`src/rtl/ctrl_fetch_pkg.sv`:
```
// Shared definitions for the instruction-fetch stage: default widths,
// the buffered {pc, instr} entry layout and sizing helpers.
package ctrl_fetch_pkg;

    localparam int unsigned PROG_CTR_WID_DEF = 10;
    localparam int unsigned INSTR_WID_DEF    = 16;

    typedef struct packed {
        logic [PROG_CTR_WID_DEF-1:0] pc;
        logic [INSTR_WID_DEF-1:0]    instr;
    } fetch_entry_t;

    // Width needed to hold an occupancy count of 0..depth.
    function automatic int unsigned cnt_width(input int unsigned depth);
        return $clog2(depth + 1);
    endfunction

    function automatic int unsigned ptr_width(input int unsigned depth);
        return (depth > 1) ? $clog2(depth) : 1;
    endfunction

endpackage

```
`src/rtl/ctrl_fetch_fifo.sv`:
```
// Small instruction buffer with push/pop/flush; pointers wrap modulo DEPTH.
// Flush empties the buffer in one edge and overrides any push or pop.
module ctrl_fetch_fifo
    import ctrl_fetch_pkg::*;
#(
    parameter  int unsigned DEPTH  = 2,
    parameter  int unsigned DATA_W = 26,
    localparam int unsigned CNT_W  = cnt_width(DEPTH)
) (
    input  logic              clk,
    input  logic              rst_n,
    input  logic              push,
    input  logic [DATA_W-1:0] push_data,
    input  logic              pop,
    input  logic              flush,
    output logic [DATA_W-1:0] head_data,
    output logic [CNT_W-1:0]  count,
    output logic              full,
    output logic              empty
);

    localparam int unsigned      PTR_W    = ptr_width(DEPTH);
    localparam logic [PTR_W-1:0] LAST_PTR = PTR_W'(DEPTH - 1);
    localparam logic [CNT_W-1:0] FULL_CNT = CNT_W'(DEPTH);

    logic [DATA_W-1:0] mem_q [DEPTH];
    logic [DATA_W-1:0] mem_d [DEPTH];
    logic [PTR_W-1:0]  wr_ptr_q, wr_ptr_d;
    logic [PTR_W-1:0]  rd_ptr_q, rd_ptr_d;
    logic [CNT_W-1:0]  count_q, count_d;
    logic              do_push, do_pop;

    function automatic logic [PTR_W-1:0] ptr_inc(input logic [PTR_W-1:0] p);
        return (p == LAST_PTR) ? '0 : p + 1'b1;
    endfunction

    assign full      = (count_q == FULL_CNT);
    assign empty     = (count_q == '0);
    assign count     = count_q;
    assign head_data = mem_q[rd_ptr_q];

    assign do_push = push & ~full;
    assign do_pop  = pop & ~empty;

    always_comb begin
        mem_d    = mem_q;
        wr_ptr_d = wr_ptr_q;
        rd_ptr_d = rd_ptr_q;
        count_d  = count_q;
        if (flush) begin
            wr_ptr_d = '0;
            rd_ptr_d = '0;
            count_d  = '0;
        end else begin
            if (do_push) begin
                mem_d[wr_ptr_q] = push_data;
                wr_ptr_d        = ptr_inc(wr_ptr_q);
            end
            if (do_pop) begin
                rd_ptr_d = ptr_inc(rd_ptr_q);
            end
            case ({do_push, do_pop})
                2'b10:   count_d = count_q + 1'b1;
                2'b01:   count_d = count_q - 1'b1;
                default: count_d = count_q;
            endcase
        end
    end

    // Storage is cleared on reset so the head reads zero until the first push.
    always_ff @(posedge clk or negedge rst_n) begin
        if (!rst_n) begin
            mem_q    <= '{default: '0};
            wr_ptr_q <= '0;
            rd_ptr_q <= '0;
            count_q  <= '0;
        end else begin
            mem_q    <= mem_d;
            wr_ptr_q <= wr_ptr_d;
            rd_ptr_q <= rd_ptr_d;
            count_q  <= count_d;
        end
    end

    no_push_into_full: assert property (@(posedge clk) disable iff (!rst_n) !(push && full));

endmodule

```
`src/rtl/ctrl_instr_fetch.sv`:
```
// Instruction-fetch stage: issues one imem read per cycle when the buffer
// has room, buffers {pc, instr} responses and hands them to decode.
module ctrl_instr_fetch
    import ctrl_fetch_pkg::*;
#(
    parameter int unsigned PROG_CTR_WID = PROG_CTR_WID_DEF,
    parameter int unsigned INSTR_WID    = INSTR_WID_DEF,
    parameter int unsigned FIFO_DEPTH   = 2
) (
    input  logic                    clk,
    input  logic                    reset,
    input  logic [PROG_CTR_WID-1:0] prog_ctr,
    input  logic                    branch_taken_EX,
    output logic [PROG_CTR_WID-1:0] imem_addr,
    output logic                    imem_rd_en,
    input  logic [INSTR_WID-1:0]    imem_rdata,
    output logic                    stall_IF,
    output logic                    instr_valid_ID,
    input  logic                    instr_ready_ID,
    output logic [INSTR_WID-1:0]    instr_ID,
    output logic [PROG_CTR_WID-1:0] pc_ID
);

    localparam int unsigned      CNT_W     = cnt_width(FIFO_DEPTH);
    localparam int unsigned      OCC_W     = CNT_W + 1;
    localparam int unsigned      ENTRY_W   = PROG_CTR_WID + INSTR_WID;
    localparam logic [OCC_W-1:0] DEPTH_OCC = OCC_W'(FIFO_DEPTH);

    logic                    inflight_q, inflight_d;
    logic [PROG_CTR_WID-1:0] inflight_pc_q, inflight_pc_d;

    logic [CNT_W-1:0]   fifo_count;
    logic               fifo_full, fifo_empty;
    logic [ENTRY_W-1:0] fifo_head;
    logic               push, pop, flush, issue;
    logic [OCC_W-1:0]   occupancy;

    assign flush = branch_taken_EX;
    assign pop   = instr_valid_ID & instr_ready_ID;
    assign push  = inflight_q & ~flush;

    // Credit check: buffered entries plus the outstanding read must leave a
    // free slot, unless decode frees one this very cycle.
    assign occupancy = OCC_W'(fifo_count) + OCC_W'(inflight_q);
    assign issue     = reset & ~branch_taken_EX & ((occupancy < DEPTH_OCC) | pop);

    assign imem_addr  = prog_ctr;
    assign imem_rd_en = issue;
    assign stall_IF   = reset & ~issue & ~branch_taken_EX;

    assign instr_valid_ID    = ~fifo_empty;
    assign {pc_ID, instr_ID} = fifo_head;

    always_comb begin
        inflight_d    = issue;
        inflight_pc_d = inflight_pc_q;
        if (issue) begin
            inflight_pc_d = prog_ctr;
        end
    end

    always_ff @(posedge clk or negedge reset) begin
        if (!reset) begin
            inflight_q    <= 1'b0;
            inflight_pc_q <= '0;
        end else begin
            inflight_q    <= inflight_d;
            inflight_pc_q <= inflight_pc_d;
        end
    end

    ctrl_fetch_fifo #(
        .DEPTH  (FIFO_DEPTH),
        .DATA_W (ENTRY_W)
    ) u_fifo (
        .clk       (clk),
        .rst_n     (reset),
        .push      (push),
        .push_data ({inflight_pc_q, imem_rdata}),
        .pop       (pop),
        .flush     (flush),
        .head_data (fifo_head),
        .count     (fifo_count),
        .full      (fifo_full),
        .empty     (fifo_empty)
    );

    response_has_room: assert property (@(posedge clk) disable iff (!reset) !(push && fifo_full));

endmodule

```
`config.mk`:
```
export PLATFORM = sky130hd
export DESIGN_NAME = ctrl_instr_fetch
export DESIGN_NICKNAME = d
export VERILOG_FILES = /design/src/rtl/ctrl_fetch_pkg.sv /design/src/rtl/ctrl_fetch_fifo.sv /design/src/rtl/ctrl_instr_fetch.sv
export SDC_FILE = /design/constraint.sdc
export NUM_CORES = 1
export LEC_CHECK = 0
export BUFFER_PORTS_ARGS = -buffer_cell sky130_fd_sc_hd__clkbuf_2
export CORE_MARGIN = 1
export CORE_UTILIZATION = 40
export CTS_CLUSTER_DIAMETER = 120
export DETAILED_ROUTE_END_ITERATION = 7
export PLACE_DENSITY = 0.59
export SYNTH_ARGS = -nofsm -noshare
export SYNTH_HDL_FRONTEND = slang
export SYNTH_SLANG_ARGS = --single-unit
```
`constraint.sdc`:
```
create_clock -name clk -period 2.6 [get_ports clk]
set_input_delay 0 -clock clk [delete_from_list [all_inputs] [get_ports clk]]
set_output_delay 0 -clock clk [all_outputs]
set_load 0.03 [all_outputs]
```
==> parameters.txt, run 1 <==
Parameter                              Value

Routing
  Total detailed-routing wirelength ... 5560 um
  Post-route DRC ... 0
  DR iter-0 viols ... 44
  Routed length per placed instance ... 13.9 um
  TritonRoute pass-1 iters ... 4
  Antenna viol nets, final ... 0
  Detailed-route via count ... 1843
  Vias per Instance ... 4.62

Critical path
  Buffers and inverters on the worst path ... 0
  Largest incremental delay on the critical path ... 0.76 ns
  Type of the worst setup path ... flip-flop to flip-flop
  Startpoint Class ... flip-flop
  Slack of the worst reg-to-reg path ... 0.69 ns
  CP endpoint kind ... flip-flop
  Critical Path, Cell by Cell ... nor2b_2 -> or4b_4 -> mux2_4
  Cell type group with the largest total delay on the critical path ... simple AND/OR/NAND/NOR gates
  Required time at the endpoint of the critical path ... 2.81 ns
  Critical Path Slowest Stage Cell ... or4b_4
  CP max FO ... 26
  Worst EP arrival ... 2.12 ns

Cells and area
  Final design utilization ... 54.3%
  Final layout net count ... 325
  Area grow syn2layout ... 30.0%
  Ant diodes ... 0
  Fraction of layout cells with a size suffix above 1 ... 60.0%

STA
  Final-layout setup total negative slack ... 0 ns
  Crit path time final ... 1.91 ns
  Max Transition Viols Final ... 0
  Setup-failing EPs final ... 0
  F_max ... 0.523 GHz
  Setup repair after global routing missed its margin ... no
  Worst slew pin tran ... 0.848 ns
  Share of the cycle needed by the critical path after routing ... 73.5%
  Number of failing hold endpoints at the final stage ... 0
  Final worst clock skew ... 0.00767 ns
  Max_slew headroom ... 43.5%
  Fin worst setup slack ... 0.689 ns

Place
  Port buffer count ... 68
  Pre-CTS worst setup slack ... 0.691 ns
  Routability congestion estimate ... 0.666
  Estimated wirelength of the detail-placed design ... 3520 um

Floorplanning
  Floorplan Core Area ... 7330 um^2
  Num ports ... 69
  Std cell rows ... 31
  Horizontal die dimension ... 89.5 um
  Starting Density ... 41.8%
  Die Ht ... 89.5 um
  Die area ... 8010 um^2

Flow run
  Max-cap check violation count ... 0

Yosys
  Count of mapped cells out of synthesis ... 202
  Seq cells post-synth ... 67
  Count of distinct cell types in the synthesized netlist ... 25
  Synthesized cell area ... 3060 um^2
  Post-synthesis sequential area ratio ... 54.8%
  Avg Synthesized Cell Area ... 15.2 um^2
  Number of warnings printed during yosys synthesis ... 0
  Total nets after synthesis ... 232

Clocking
  Maximum buffer depth of the clock tree ... 2
  Clock tree root driver cell ... clkbuf_8
  CTS buffer count ... 9
  H-tree depth reported by CTS ... 3
  Number of post-CTS setup repair buffers ... 0
  Num Clock Sinks ... 67
  Clock-pin transition on the worst setup and hold timing paths ... 0.07 ns
  Skew-Pair Late Insertion Delay ... 0.33 ns
  CTS tree ... built

Status
  Status ... completed

Power and ir drop
  Worst VDD drop ... 523 uV
  Pwr dens ... 883 nW/um^2
  Static leakage ... 1.90 nW
  Sum of internal, switching and leakage power ... 3.51 mW

Worst hold path
  Hold WC Path Type ... primary input to flip-flop

Global routing
  Number of antenna violations at the first check in global routing ... 0
  Largest net degree at the start of global routing ... 68
  Total global-route track usage ... 15.0%
  First-pass GRT wire length ... 8760 um
  Via count of the first global-routing pass ... 1835
  Overflow left after global routing ... 0
==> final timing paths <==
path / start / to / depth (start not counted)
max in group asynchronous: reset / inflight_pc_q[1] / 3
hold reg to reg: u_fifo.mem_q[34] / u_fifo.mem_q[34] / 1
setup / recovery: u_fifo.count[1] / u_fifo.mem_q[8] / 3
hold / removal: instr_ready_ID / u_fifo.count[1] / 3
setup reg to reg: u_fifo.count[1] / u_fifo.mem_q[8] / 3
min in group asynchronous: reset / u_fifo.mem_q[26] / 3
==> synthesized netlist by cell type, drive strengths merged <==
library cell  instances  share of area (%)
nand3b                1               0.25
a21oi                 4               0.65
a22oi                 1               0.25
mux2                 88                 35
or4b                  1               0.45
clkbuf                4               0.49
nor2                  3               0.37
and2                  1               0.20
dfrtp                67                 55
nor2b                 2               0.49
nor3b                 2               0.49
xor2                  1               0.29
or3                   1               0.20
nand2                 1               0.12
buf                  16                4.3
nor4                  1               0.69
o21ai                 5               0.82
inv                   3               0.37
==> where the power goes <==
group	switching [mW]	internal [mW]	total (mW)
Clock	0.375	0.788	1.16
Combinational	0.472	0.460	0.932
Sequential	0.129	1.29	1.42
==> cells by family (layout without fill, tap and decap cells) <==
kind of cell    after synthesis  in the layout  share of synthesized area [%]
compound gates               10             10                           1.72
xor+xnor                      1              1                          0.286
buf+inv                      23            121                           5.15
flops                        67             67                           54.8
mux                          88             88                           34.8
simple gates                 13             13                           3.27
==> area by class of cell <==
class / instances / area [um^2]
inverter: 3 / 11.3
timing repair buffer: 102 / 666
fill: 621 / 3350
multi-input combinational: 112 / 1230
clock buffer: 12 / 155
tap: 99 / 124
clock inverter: 4 / 120
sequential: 67 / 1680
==> metrics by stage <==
step           instances  instance area [um^2]  hold slack (ns)
3_3_place_gp         355                  3420            0.242
5_1_grt              399                  3980           0.0869
4_1_cts              399                  3980           0.0446
3_5_place_dp         355                  3420            0.249
6_report             399                  3980           0.0667
2_1_floorplan        202                  3060           -0.296
==> sequential cells by signal, summed over array words and instances, names as in the netlist <==
signal and cells:
u_fifo.rd_ptr_q 1, inflight_q 1, inflight_pc_q 10, u_fifo.wr_ptr_q 1
u_fifo.count 2, u_fifo.mem_q 52
==> routing by layer <==
layer  wire, um  GRT usage, %
met3        276          5.91
met2       2580          24.5
met5          0             0
met1       2650          18.9
met4         51          3.46
==> cells in the final DEF (no fill, tap or decap), types with 2 or more instances in the layout <==
cell type / netlist / final
a21oi_1: 4 / 4
buf_4: 10 / 6
bufinv_16: 0 / 4
clkbuf_2: 0 / 67
clkbuf_8: 0 / 11
dfrtp_1: 67 / 67
dlygate4sd3_1: 0 / 28
inv_1: 2 / 2
mux2_2: 67 / 67
mux2_4: 20 / 20
nor2_1: 3 / 3
nor3b_1: 2 / 2
o21ai_0: 5 / 4
==> what timing repair did <==
item,4_1_cts,5_1_grt
hold buffers,28,0
resized for setup,0,0
hold endpoints to repair,113,0
==> worst min-delay path, cell delays in order <==
cell and delay, ns:
clkbuf_2 0.16, nand3b_1 0.12, a21oi_1 0.06
Note: power is estimated with default switching activity, not from simulation.
==> run 2: changes to the inputs <==
--- a/config.mk
+++ b/config.mk
@@ -5,12 +5,13 @@
 export SDC_FILE = /design/constraint.sdc
 export NUM_CORES = 1
 export LEC_CHECK = 0
+export ABC_AREA = 1
 export BUFFER_PORTS_ARGS = -buffer_cell sky130_fd_sc_hd__clkbuf_2
 export CORE_MARGIN = 1
 export CORE_UTILIZATION = 40
 export CTS_CLUSTER_DIAMETER = 120
 export DETAILED_ROUTE_END_ITERATION = 7
-export PLACE_DENSITY = 0.59
+export PLACE_DENSITY = 0.61
 export SYNTH_ARGS = -nofsm -noshare
 export SYNTH_HDL_FRONTEND = slang
 export SYNTH_SLANG_ARGS = --single-unit
==> constraint.sdc (replaced) <==
create_clock -name clk -period 1.6 [get_ports clk]
set_input_delay 0 -clock clk [delete_from_list [all_inputs] [get_ports clk]]
set_output_delay 0 -clock clk [all_outputs]
set_load 0.03 [all_outputs]
==> parameters.txt, run 2 <==
Parameter                              Value

Status
  Status ... completed

Yosys
  Count of mapped cells out of synthesis ... 374
  Most frequent cell after synthesis ... nand2_1
  Number of enable-type register cells in the synthesized netlist ... 0
  Commonest cells in the synthesized netlist ... nand2_1, o21ai_0, dfrtp_1
  Library cell with the largest summed area after synthesis ... dfrtp_1
  Synthesized cell area ... 3040 um^2
  Post-synth top flop ... dfrtp_1
  Async set or reset register ratio after synthesis ... 100%
  Area share of the leading cell type in the synthesized netlist ... 55.2%
  Number of warnings printed during yosys synthesis ... 0
  Avg Synthesized Cell Area ... 8.12 um^2
  Post-synthesis sequential area ratio ... 55.2%
  Total nets after synthesis ... 404
  Seq cells post-synth ... 67
  Count of distinct cell types in the synthesized netlist ... 17
  Synth top area cells ... dfrtp_1, nand2_1, o21ai_0, inv_1, buf_4

Global routing
  Met3 layer usage reported by global route ... 3.42%
  Layer carrying the most global-route usage ... met2
  Total global-route track usage ... 18.2%
  Grt met1 use ... 25.0%
  Largest net degree at the start of global routing ... 63
  Number of antenna violations at the first check in global routing ... 0
  First-pass GRT wire length ... 10800 um
  Via count of the first global-routing pass ... 2360
  Overflow left after global routing ... 0
  Met2 layer usage reported by global route ... 28.7%

Floorplanning
  Floorplan Core Area ... 7290 um^2
  Num ports ... 69
  Horizontal die dimension ... 89.2 um
  Die Ht ... 89.2 um
  Die area ... 7950 um^2
  Std cell rows ... 31
  Starting Density ... 41.7%

Routing
  Antenna viol nets, final ... 0
  DR iter-0 viols ... 99
  Total detailed-routing wirelength ... 6640 um
  Vias per Instance ... 4.54
  Routed length per placed instance ... 11.7 um
  Detailed-route via count ... 2585
  Post-route DRC ... 0
  TritonRoute pass-1 iters ... 4

Critical path
  End of the worst register-to-register path ... u_fifo.count[0]
  CP max FO ... 33
  Worst EP arrival ... 1.48 ns
  Slack of the worst reg-to-reg path ... 0.22 ns
  Startpoint Class ... flip-flop
  CP endpoint kind ... output port
  Required time at the endpoint of the critical path ... 1.60 ns
  Number of cells on the worst reg-to-reg path ... 9
  Critical Path Source ... u_fifo.rd_ptr_q
  CP Capture Point ... pc_ID[8]
  Type of the worst setup path ... flip-flop to output port
  Worst R2R Start ... inflight_q

Cells and area
  Commonest cells after routing, fill and taps aside ... nand2_1, o21ai_0, dfrtp_1
  Multi-input gate area ... 1050 um^2
  Register ranked first by flip-flop count ... u_fifo.mem_q
  Flip-flop count of the largest register after layout ... 52
  Most frequent standard cell in the layout excluding fill and tap cells ... nand2_1
  Fraction of layout cells with a size suffix above 1 ... 22.6%
  Final layout net count ... 496
  Area grow syn2layout ... 29.6%
  Register Area ... 1680 um^2
  Ant diodes ... 0
  Layout filler cell count ... 680

Power and ir drop
  Static leakage ... 2.03 nW
  Sum of internal, switching and leakage power ... 6.79 mW
  Worst VDD drop ... 634 uV
  Pwr dens ... 1720 nW/um^2

Clocking
  Num Clock Sinks ... 67
  CTS tree ... built
  Clock tree root driver cell ... clkbuf_8
  Clock-pin transition on the worst setup and hold timing paths ... 0.06 ns
  Skew-Pair Late Insertion Delay ... 0.33 ns
  H-tree depth reported by CTS ... 3
  CTS buffer count ... 9
  Maximum buffer depth of the clock tree ... 2

STA
  Setup repair after global routing missed its margin ... no
  Hold slack ... 0.0590 ns
  Max Transition Viols Final ... 0
  Max_slew headroom ... 78.1%
  F_max ... 0.674 GHz
  Crit path time final ... 1.48 ns
  Share of the cycle needed by the critical path after routing ... 92.8%
  Number of failing hold endpoints at the final stage ... 0
  Setup-failing EPs final ... 0
  Final worst clock skew ... 0.00705 ns
  Final-layout setup total negative slack ... 0 ns
  Worst slew pin tran ... 0.329 ns

Worst hold path
  Hold WC Path Type ... primary input to flip-flop

Place
  Routability congestion estimate ... 0.797
  Port buffer count ... 68
  Estimated wirelength of the detail-placed design ... 4300 um

Flow run
  Max-cap check violation count ... 0
-- run 2: cell type report --
| class | instances | area share (%) |
|---|---|---|
| timing repair buffer | 111 | 19.3 |
| multi-input combinational | 242 | 26.7 |
| sequential | 67 | 42.6 |
| tap | 99 | 3.15 |
| clock buffer | 13 | 4.04 |
| inverter | 35 | 3.40 |
| clock inverter | 2 | 0.890 |
-- run 2: metal layers --
metal  up-vias  share of wire, %
li1       1338                 -
met5         -                 0
met3         5               5.5
met2        77                44
met4         0              0.92
met1      1165                50
-- run 2: worst min path at each step --
stage	from	cells after the start	endpoint	slack, ns
4_1_cts	branch_taken_EX	4	u_fifo.rd_ptr_q	0.05
6_report	branch_taken_EX	4	u_fifo.rd_ptr_q	0.06
5_1_grt	reset	2	inflight_pc_q[6]	0.08
2_1_floorplan	reset	0	inflight_pc_q[0]	-0.30
3_5_place_dp	reset	1	u_fifo.mem_q[48]	-0.12
3_3_place_gp	reset	1	u_fifo.mem_q[48]	-0.12
-- run 2: what timing repair did --
action | CTS | global route
endpoints found under the hold margin | 109 | 0
resized for setup | 1 | 4
hold buffers | 27 | 0
setup endpoints to repair | 1 | 1
buffers inserted | 0 | 5
-- run 2: critical path, stage by stage, from the launching register on --
cell and delay (ns):
dfrtp_1 0.37, buf_4 0.23, o21ai_0 0.28, clkbuf_2 0.26
-- run 2: kinds of logic after synthesis --
kind of cell	Yosys count	synth area share (%)
AND/OR/NAND/NOR	159	20.8
AO/OA/AOI/OAI	83	13.7
flip-flops	67	55.2
buffers and inverters	65	10.4
-- run 2: per-stage QoR --
step	worst slack (ns)	std cells	instance area (um^2)	utilization [%]
after CTS	0.0155	564	3890	53.3
after global routing	0.0225	569	3940	54.0
final	0.116	569	3940	54.0
after global placement	0.276	522	3430	47.0
after floorplan	0.195	374	3040	-
after detailed placement	0.218	522	3430	47.0
-- run 2: where the power goes --
group	leakage (nW)	internal, mW	switching [mW]	total, mW
registers	0.856	2.43	0.312	2.74
logic	1.08	0.803	1.85	2.65
clock network	0.0995	0.796	0.603	1.40
total	2.03	4.03	2.76	6.79
